File: config.mk
export PLATFORM = sky130hd
export DESIGN_NAME = fifo_bus_arbiter_flat
export DESIGN_NICKNAME = d
export VERILOG_FILES = /design/src/rtl/fifo_bus_arbiter_if.sv /design/src/rtl/fifo_bus_arbiter.sv /design/src/flat_wrapper.sv
export SDC_FILE = /design/constraint.sdc
export NUM_CORES = 1
export LEC_CHECK = 0
export ABC_AREA = 1
export BUFFER_PORTS_ARGS = -buffer_cell sky130_fd_sc_hd__buf_2
export CAP_MARGIN = 20
export CORE_MARGIN = 1
export CORE_UTILIZATION = 45
export CTS_BUF_LIST = sky130_fd_sc_hd__clkbuf_16
export CTS_CLUSTER_SIZE = 8
export DETAILED_ROUTE_END_ITERATION = 8
export GPL_TIMING_DRIVEN = 0
export HOLD_SLACK_MARGIN = 0.08
export PLACE_DENSITY = 0.76
export SLEW_MARGIN = 40
export SYNTH_ARGS = -nofsm -noshare
export SYNTH_HDL_FRONTEND = slang
export SYNTH_SLANG_ARGS = --single-unit
export TNS_END_PERCENT = 1
File: constraint.sdc
create_clock -name clk -period 2.1 [get_ports clk]
set_input_delay 0.525 -clock clk [delete_from_list [all_inputs] [get_ports clk]]
set_output_delay 0.525 -clock clk [all_outputs]
set_load 0.03 [all_outputs]
File: src/rtl/fifo_bus_arbiter_if.sv
// Bundle of signals between the arbiter, the per-driver source FIFOs and the
// shared output bus.
//   pndng_i     per-FIFO non-empty flags
//   dato_i      per-FIFO head words, FIFO i at [i*width +: width]
//   pop_o       one-hot pop strobe back to the FIFOs
//   bus_dato_o  word offered on the shared bus
//   bus_id_o    index of the FIFO that supplied the word
//   bus_valid_o bus word valid
//   bus_ack_i   bus accepted the word
//   busy_o      arbiter not idle
//   err_o       one-cycle pulse when a word is dropped on ack timeout
// master: arbiter side.  slave: FIFO/bus side.
interface fifo_bus_arbiter_if #(
   parameter int drvrs = 4,
   parameter int width = 16
);
   localparam int id_w = $clog2(drvrs);

   logic [drvrs-1:0]       pndng_i;
   logic [drvrs*width-1:0] dato_i;
   logic [drvrs-1:0]       pop_o;
   logic [width-1:0]       bus_dato_o;
   logic [id_w-1:0]        bus_id_o;
   logic                   bus_valid_o;
   logic                   bus_ack_i;
   logic                   busy_o;
   logic                   err_o;

   modport master (
      input  pndng_i, dato_i, bus_ack_i,
      output pop_o, bus_dato_o, bus_id_o, bus_valid_o, busy_o, err_o
   );

   modport slave (
      output pndng_i, dato_i, bus_ack_i,
      input  pop_o, bus_dato_o, bus_id_o, bus_valid_o, busy_o, err_o
   );
endinterface

File: src/rtl/fifo_bus_arbiter.sv
// Round-robin arbiter sharing one output bus between drvrs source FIFOs.
// Picks a pending FIFO starting from the rotating pointer, pops its head word,
// then offers the word and source id on the bus until acked or timed out.
// Ports:
//   clk    rising-edge clock
//   rst_n  asynchronous active-low reset
//   bus    fifo_bus_arbiter_if.master (FIFO flags/data, pop, bus handshake,
//          busy and timeout error)
//
// state | meaning
// IDLE  | waiting for any pending FIFO; winner latched into grant
// POP   | pop granted FIFO and capture its head word (abort if it emptied)
// SEND  | word valid on the bus until ack or timeout
module fifo_bus_arbiter #(
   parameter int drvrs       = 4,
   parameter int width       = 16,
   parameter int ack_timeout = 16
) (
   input  logic                clk,
   input  logic                rst_n,
   fifo_bus_arbiter_if.master  bus
);

   localparam int id_w  = $clog2(drvrs);
   // The counter holds the number of ack-less SEND cycles already completed,
   // so the timeout fires in the cycle where it equals ack_timeout-1.
   localparam int cnt_w = (ack_timeout > 1) ? $clog2(ack_timeout) : 1;
   localparam logic [cnt_w-1:0] to_last =
      cnt_w'((ack_timeout > 0) ? ack_timeout - 1 : 0);

   typedef enum logic [1:0] {IDLE, POP, SEND} state_t;

   state_t            state_q, state_d;
   logic [id_w-1:0]   rr_q, rr_d;
   logic [id_w-1:0]   grant_q, grant_d;
   logic [id_w-1:0]   id_q, id_d;
   logic [width-1:0]  data_q, data_d;
   logic [cnt_w-1:0]  cnt_q, cnt_d;
   logic              err_q, err_d;
   logic [id_w-1:0]   winner;
   logic [id_w-1:0]   next_ptr;
   logic [drvrs-1:0]  pop;

   // First pending bit at or above the pointer, wrapping modulo drvrs.
   always_comb begin
      logic found;
      winner = '0;
      found  = 1'b0;
      for (int i = 0; i < drvrs; i++) begin
         if (!found && bus.pndng_i[(int'(rr_q) + i) % drvrs]) begin
            winner = id_w'((int'(rr_q) + i) % drvrs);
            found  = 1'b1;
         end
      end
   end

   assign next_ptr = (int'(grant_q) == drvrs - 1) ? '0 : grant_q + 1'b1;

   always_ff @(posedge clk or negedge rst_n) begin
      if (!rst_n) begin
         state_q <= IDLE;
         rr_q    <= '0;
         grant_q <= '0;
         id_q    <= '0;
         data_q  <= '0;
         cnt_q   <= '0;
         err_q   <= 1'b0;
      end else begin
         state_q <= state_d;
         rr_q    <= rr_d;
         grant_q <= grant_d;
         id_q    <= id_d;
         data_q  <= data_d;
         cnt_q   <= cnt_d;
         err_q   <= err_d;
      end
   end

   always_comb begin
      state_d = state_q;
      rr_d    = rr_q;
      grant_d = grant_q;
      id_d    = id_q;
      data_d  = data_q;
      cnt_d   = cnt_q;
      err_d   = 1'b0;
      pop     = '0;
      case (state_q)
         IDLE: begin
            if (|bus.pndng_i) begin
               grant_d = winner;
               state_d = POP;
            end
         end
         POP: begin
            if (bus.pndng_i[grant_q]) begin
               pop[grant_q] = 1'b1;
               data_d       = bus.dato_i[int'(grant_q)*width +: width];
               id_d         = grant_q;
               cnt_d        = '0;
               state_d      = SEND;
            end else begin
               state_d = IDLE;
            end
         end
         SEND: begin
            if (bus.bus_ack_i) begin
               rr_d    = next_ptr;
               state_d = IDLE;
            end else if (ack_timeout != 0 && cnt_q == to_last) begin
               rr_d    = next_ptr;
               err_d   = 1'b1;
               state_d = IDLE;
            end else begin
               cnt_d = cnt_q + 1'b1;
            end
         end
         default: state_d = IDLE;
      endcase
   end

   assign bus.pop_o       = pop;
   assign bus.bus_valid_o = (state_q == SEND);
   assign bus.bus_dato_o  = (state_q == SEND) ? data_q : '0;
   assign bus.bus_id_o    = (state_q == SEND) ? id_q : '0;
   assign bus.busy_o      = (state_q != IDLE);
   assign bus.err_o       = err_q;

endmodule

File: src/flat_wrapper.sv
// flat-port wrapper written by rule: the top's interface ports become plain ports
module fifo_bus_arbiter_flat 
#(
   parameter int drvrs       = 4,
   parameter int width       = 16,
   parameter int ack_timeout = 16
)
  (clk, rst_n, bus_pndng_i, bus_dato_i, bus_bus_ack_i, bus_pop_o, bus_bus_dato_o, bus_bus_id_o, bus_bus_valid_o, bus_busy_o, bus_err_o);
  fifo_bus_arbiter_if #(.drvrs(drvrs), .width(width)) bus_i ();
  input  logic clk;
  input  logic rst_n;
  input wire logic [$bits(bus_i.pndng_i)-1:0] bus_pndng_i;
  input wire logic [$bits(bus_i.dato_i)-1:0] bus_dato_i;
  input wire logic [$bits(bus_i.bus_ack_i)-1:0] bus_bus_ack_i;
  output wire logic [$bits(bus_i.pop_o)-1:0] bus_pop_o;
  output wire logic [$bits(bus_i.bus_dato_o)-1:0] bus_bus_dato_o;
  output wire logic [$bits(bus_i.bus_id_o)-1:0] bus_bus_id_o;
  output wire logic [$bits(bus_i.bus_valid_o)-1:0] bus_bus_valid_o;
  output wire logic [$bits(bus_i.busy_o)-1:0] bus_busy_o;
  output wire logic [$bits(bus_i.err_o)-1:0] bus_err_o;
  assign bus_i.pndng_i = bus_pndng_i;
  assign bus_i.dato_i = bus_dato_i;
  assign bus_i.bus_ack_i = bus_bus_ack_i;
  assign bus_pop_o = bus_i.pop_o;
  assign bus_bus_dato_o = bus_i.bus_dato_o;
  assign bus_bus_id_o = bus_i.bus_id_o;
  assign bus_bus_valid_o = bus_i.bus_valid_o;
  assign bus_busy_o = bus_i.busy_o;
  assign bus_err_o = bus_i.err_o;
  fifo_bus_arbiter #(.drvrs(drvrs), .width(width), .ack_timeout(ack_timeout)) u_core (.clk(clk), .rst_n(rst_n), .bus(bus_i));
endmodule
# Word-level counts from Yosys, hierarchy flattened
# Index checks and enable logic that the tools add are counted.
[totals]
ff_bits = 29
in_bits = 71
out_inout_bits = 25
[op_classes]
n_addsub = 5
magnitude_cmp = 6
eq_ne = 9
n_shift = 1
mux = 41
n_bitwise = 3
n_reduce_logical = 20
[op_table]
columns = ["operator", "n"]
rows = [
  ["64-bit by 7-bit variable part select with 16-bit output", 1],
  ["2-bit 2-to-1 mux", 12],
  ["4-bit 2-to-1 mux", 5],
  ["16-bit 2-to-1 mux", 1],
  ["1-bit 2-to-1 mux", 15],
  ["3-bit by 4-bit less-than comparator with 1-bit output (second input constant)", 3],
  ["1-bit binary-select mux with 2-bit select", 5],
  ["4-bit case mux with 2 select lines", 1],
  ["2-bit AND reduction", 4],
  ["2-bit by 3-bit less-than comparator with 1-bit output (second input constant)", 2],
  ["2-bit case mux with 3 select lines", 1],
  ["2-bit nonzero test", 3],
  ["2-bit OR reduction", 3],
  ["2-bit by 1-bit adder with 2-bit output (second input constant)", 2],
  ["2-bit adder (second input constant)", 2],
  ["4-bit by 1-bit adder with 4-bit output (second input constant)", 1],
  ["2-bit by 1-bit equality test with 1-bit output (second input constant)", 2],
  ["4-bit equality test (second input constant)", 1],
  ["1-bit logical AND", 4],
  ["2-bit by 1-bit != test with 1-bit output (second input constant)", 2],
  ["2-bit != test (second input constant)", 2],
  ["4-bit AND reduction", 1],
  ["4-bit OR reduction", 1],
  ["1-bit AND (first input constant)", 3],
  ["other kinds (6)", 8],
]

# Logic depth before layout (Yosys ltp)
[depth]
depth_word = 14
ltp_mapped = 12
depth_no_buf = 12

# Least setup slack after synthesis
# No wires, ideal clock.
[synth_path]
path_kind = "reg2out"
startpoint = "register u_core.state_q[0]"
endpoint = "output port bus_bus_dato_o[10]"
arrival_time_ps = 1467
path_slack_ps = 108
stages_incl_launch_ff = 6
cell_sequence = "dfrtp_1 nor2_4 inv_1 buf_2 buf_2 nor2_1"
[synth_via]
elab_chain_len = 2
[synth_lines]
columns = ["item", "line", "text"]
rows = [
  ["start: declaration", "fifo_bus_arbiter.sv:33", "state_t state_q, state_d;"],
  ["start signal: assignment", "fifo_bus_arbiter.sv:69", "state_q <= state_d;"],
  ["2-bit equality test", "--", ""],
  ["via bus_bus_valid_o", "flat_wrapper.sv:18", "output wire logic [$bits(bus_i.bus_valid_o)-1:0] bus_bus_valid_o;"],
  ["16-bit 2-to-1 mux", "fifo_bus_arbiter.sv:124", "assign bus.bus_dato_o = (state_q == SEND) ? data_q : '0;"],
  ["end: declaration", "flat_wrapper.sv:16", "output wire logic [$bits(bus_i.bus_dato_o)-1:0] bus_bus_dato_o;"],
]
# The timed path passes the listed nets, and every way through them passes these cells.

# Worst setup path in the final report
[layout_path]
startpoint = "register u_core.grant_q[0]"
endpoint = "output port bus_pop_o[3]"
[layout_via]
elab_chain_len = 6
word_cells_on_any_way = 9
classes_between = "order compare (2); mux (6); reduce/logical (1)"
[layout_lines]
columns = ["item", "line", "text"]
rows = [
  ["start: declaration", "fifo_bus_arbiter.sv:35", "logic [id_w-1:0] grant_q, grant_d;"],
  ["start signal: assignment", "fifo_bus_arbiter.sv:71", "grant_q <= grant_d;"],
  ["2-bit by 3-bit less-than comparator with 1-bit output (implied by the code) or 2-bit by 1-bit >= comparator with 1-bit output (tied branches)", "fifo_bus_arbiter.sv:97", "pop[grant_q] = 1'b1;"],
  ["1-bit logical AND (implied by the code)", "fifo_bus_arbiter.sv:97", ""],
  ["1-bit 2-to-1 mux (implied by the code)", "fifo_bus_arbiter.sv:97", ""],
  ["1-bit demux with 2-bit select", "--", ""],
  ["4-bit 2-to-1 mux *", "fifo_bus_arbiter.sv:96", "if (bus.pndng_i[grant_q]) begin"],
  ["4-bit 2-to-1 mux *", "fifo_bus_arbiter.sv:88", "case (state_q)"],
  ["end: declaration", "flat_wrapper.sv:15", "output wire logic [$bits(bus_i.pop_o)-1:0] bus_pop_o;"],
]
# Mark *: on every way between the ends. The rest lies on a longest branch, timed or not. The select of a mux whose other input is x is not followed.

==> out/summary.json <==
{
  "clocking": {
    "worst_path_clk_slew_ns": 0.05,
    "insertion_delay_of_the_later_clocked_pin_in_the_worst_skew_pair_ns": 0.27,
    "cts_tree": "done",
    "cts_inserted_buffers": 5,
    "cts_max_path_buffers": 2,
    "clockRootBuffer": "sky130_fd_sc_hd__clkbuf_16",
    "htreeDepth": 2,
    "cts.sinks": 29,
    "ctsHoldBuffers": 0
  },
  "global_route": {
    "grtUsageMet1_pct": 33.6,
    "grt_antenna_before_repair": 0,
    "grt_use_total_pct": 27.1,
    "grt.met3_usage_pct": 6.08,
    "grt_pass1_wl_um": 10800,
    "grt-ovfl-total": 0,
    "grtUsageMet2_pct": 46.2,
    "first_global_vias": 2313,
    "grt_max_degree": 30,
    "grt.busiest_layer": "met2"
  },
  "placement": {
    "gpl.final_weighted_congestion": 0.904,
    "place.port_buffers": 95,
    "detailedPlacementHpwl_um": 5020
  },
  "cells_and_area": {
    "number_of_nets_in_the_layout": 506,
    "fraction_of_final_layout_cells_sized_beyond_drive_strength_1_pct": 41.5,
    "num_antenna_cells": 0,
    "final.fill_count": 454,
    "syn2layout_area_growth_pct": 37.1,
    "most-common-layout-cells": "sky130_fd_sc_hd__buf_2 (87), sky130_fd_sc_hd__nor2_1 (53), sky130_fd_sc_hd__nand2_1 (48), sky130_fd_sc_hd__inv_1 (37), sky130_fd_sc_hd__o21ai_0 (36)",
    "final_common_cell": "sky130_fd_sc_hd__buf_2"
  },
  "die": {
    "initial_utilization_pct": 47.2,
    "floorplan.die_area_um2": 5270,
    "width_of_the_chip_um": 72.6,
    "chipHeight_um": 72.6,
    "std_cell_rows": 25,
    "core_region_area_um2": 4750,
    "top_level_ports": 96
  },
  "sta": {
    "finClkSkew_ns": 0.00465,
    "final.period_utilization_pct": 100,
    "setup-tns-final_ns": 0,
    "rsz_0062_raised_after_global_routing": "true",
    "worst_slew_margin_rel_pct": 55.1,
    "timing.final.setup_violations": 0,
    "fmax_mhz": 476,
    "finalWorstPathRequiredPeriod_ns": 2.10,
    "worst-slew-pin-transition_ns": 0.673,
    "report.final.hold_viol_count": 0,
    "final.hold.worst_slack_ns": 0.287,
    "timing_max_transition_violations_final": 0
  },
  "critical_path": {
    "timing.reg2reg.setup_slack_ns": 0.48,
    "worst-endpoint-required_ns": 1.57,
    "setup.worst_path.end_class": "output port",
    "worst_setup_path_start_kind": "register",
    "critical_path_peak_fanout": 7,
    "timing.setup.critical_path_class": "reg -> out",
    "worstPathArrival_ns": 1.57
  },
  "logic_synthesis": {
    "yosysWarnings": 0,
    "mappedNetlistArea_um2": 2240,
    "ys_types": 27,
    "synth.top_cell.area_share_pct": 32.3,
    "syn_nets": 400,
    "synthDominantAreaCellType": "sky130_fd_sc_hd__dfrtp_1",
    "synth.area.top_cells": "sky130_fd_sc_hd__dfrtp_1 (32%), sky130_fd_sc_hd__nor2_1 (9.5%), sky130_fd_sc_hd__o21ai_0 (8.0%)",
    "syn-instance-count": 324,
    "syn_avg_cell_area_um2": 6.93,
    "synth-seq-area-share_pct": 32.3,
    "ys_seq_elements": 29
  },
  "route": {
    "num_vias": 2498,
    "route.detailed.vias_per_inst": 5.02,
    "post_drt_wl_per_cell_um": 13.7,
    "ant_nets": 0,
    "drt-initial-drc-count": 233,
    "drt_first_pass_iters": 4,
    "detailed_route_wl_um": 6830,
    "drt_drc_violations_left": 0
  },
  "pwr": {
    "netSwitchingFraction_pct": 48.0,
    "p_sw_mw": 2.24,
    "power.static_leakage_nw": 1.63,
    "sequentialPowerShare_pct": 19.7,
    "power_frac_clock_pct": 16.8,
    "power.density_nw_per_um2": 1510,
    "vdd_drop_max_mv": 0.635,
    "cell_internal_pwr_mw": 2.42,
    "power.combinational.fraction_pct": 63.5,
    "totalPowerFinal_mw": 4.65
  },
  "run": {
    "maxCapViolCount": 0
  },
  "hold_path": {
    "holdCritPathClass": "in -> async"
  },
  "outcome": {
    "status": "finished clean"
  }
}
[cell type report]
cell class              instances  area, um2  area share [%]
clock buffers                   5        125            4.07
multi-input cells             234       1240            40.4
well taps                      67       83.8            2.72
clock inverters                 3       37.5            1.22
inverters                      44        178            5.77
flip-flops and latches         29        726            23.6
repair buffers                101        556            18.0
plain buffers                  15        129            4.19
[layer usage]
metal	share of wire [%]	wire [um]
met1	43	2950
met2	48	3280
met3	7.0	475
met4	1.7	118
met5	0	0
[power groups by stage]
stage	Clock (mW)	Combinational [mW]	Sequential, mW
finish	0.784	2.95	0.917
global route	0.819	3.28	0.946
CTS	0.795	2.87	0.913
detailed placement	0	2.76	0.924
global placement	0	2.71	0.915
floorplan	0	2.13	0.896
[cells in the mapped netlist]
cell and instances:
sky130_fd_sc_hd__inv_1 36, sky130_fd_sc_hd__buf_2 8, sky130_fd_sc_hd__buf_8 2, sky130_fd_sc_hd__o21ai_2 15, sky130_fd_sc_hd__dfrtp_1 29, sky130_fd_sc_hd__o22ai_1 16, sky130_fd_sc_hd__buf_4 1, sky130_fd_sc_hd__o21ai_1 7
sky130_fd_sc_hd__a21oi_1 3, sky130_fd_sc_hd__ha_1 5, sky130_fd_sc_hd__a21oi_2 1, sky130_fd_sc_hd__nand2_2 25, sky130_fd_sc_hd__o211ai_1 1, sky130_fd_sc_hd__buf_6 3, sky130_fd_sc_hd__inv_2 6, sky130_fd_sc_hd__clkbuf_1 2
sky130_fd_sc_hd__nand3_2 1, sky130_fd_sc_hd__clkbuf_2 1, sky130_fd_sc_hd__nand2_4 2, sky130_fd_sc_hd__nand3_1 11, sky130_fd_sc_hd__nand4_1 3, sky130_fd_sc_hd__nand2_1 48, sky130_fd_sc_hd__o21ai_0 36, sky130_fd_sc_hd__nor3_1 1
sky130_fd_sc_hd__nor2_4 2, sky130_fd_sc_hd__inv_4 2, sky130_fd_sc_hd__nor2_1 57
[kinds of logic (layout without fill, tap and decap cells)]
group,after synthesis,after routing,share of synthesized area (%)
simple gates,150,150,30.5
compound gates,79,79,21.3
buf+inv,61,168,13.1
flops,29,29,32.3
fa+ha+maj,5,5,2.79
[worst paths after layout]
path                                   start               end  depth (start not counted)
max in group asynchronous              rst_n  u_core.data_q[5]                          1
min reg2reg                   u_core.id_q[1]    u_core.id_q[1]                          2
max                        u_core.grant_q[0]      bus_pop_o[3]                          8
min                                    rst_n  u_core.data_q[2]                          1
min in group clk               bus_bus_ack_i  u_core.bus.err_o                          2
max reg2reg                u_core.grant_q[0]  u_core.data_q[7]                         10
[stage by stage]
stage | setup WS (ns) | instance area, um2 | util [%] | instances
2_1_floorplan | 0.108 | 2240 | - | 324
3_3_place_gp | 0.0555 | 2800 | 59.0 | 486
3_5_place_dp | 0.0505 | 2800 | 59.0 | 486
4_1_cts | -0.00412 | 3030 | 63.6 | 496
5_1_grt | -0.0809 | 3080 | 64.7 | 498
6_report | 0.00103 | 3080 | 64.7 | 498
[worst max-delay path, cell delays in order (launching register included)]
cell,delay (ns)
sky130_fd_sc_hd__dfrtp_1,0.40
sky130_fd_sc_hd__buf_6,0.15
sky130_fd_sc_hd__a21oi_2,0.12
sky130_fd_sc_hd__o21ai_1,0.09
sky130_fd_sc_hd__o21ai_2,0.07
sky130_fd_sc_hd__nand2_2,0.07
sky130_fd_sc_hd__buf_6,0.14
sky130_fd_sc_hd__nor2_2,0.09
sky130_fd_sc_hd__buf_4,0.17
[flip-flops by register name, indices dropped and copies added, names as in the netlist]
register and flops:
u_core.cnt_q 4, u_core.bus.err_o 1, u_core.data_q 16, u_core.id_q 2, u_core.state_q 2, u_core.grant_q 2
u_core.rr_q 2
[repair_timing]
item                       CTS  global route
setup endpoints to repair   14            14
gates cloned                 0             1
gates resized for setup     16            15
buffers inserted             3             2
pin swaps                    2             2
(Power assumes the default switching activity.)
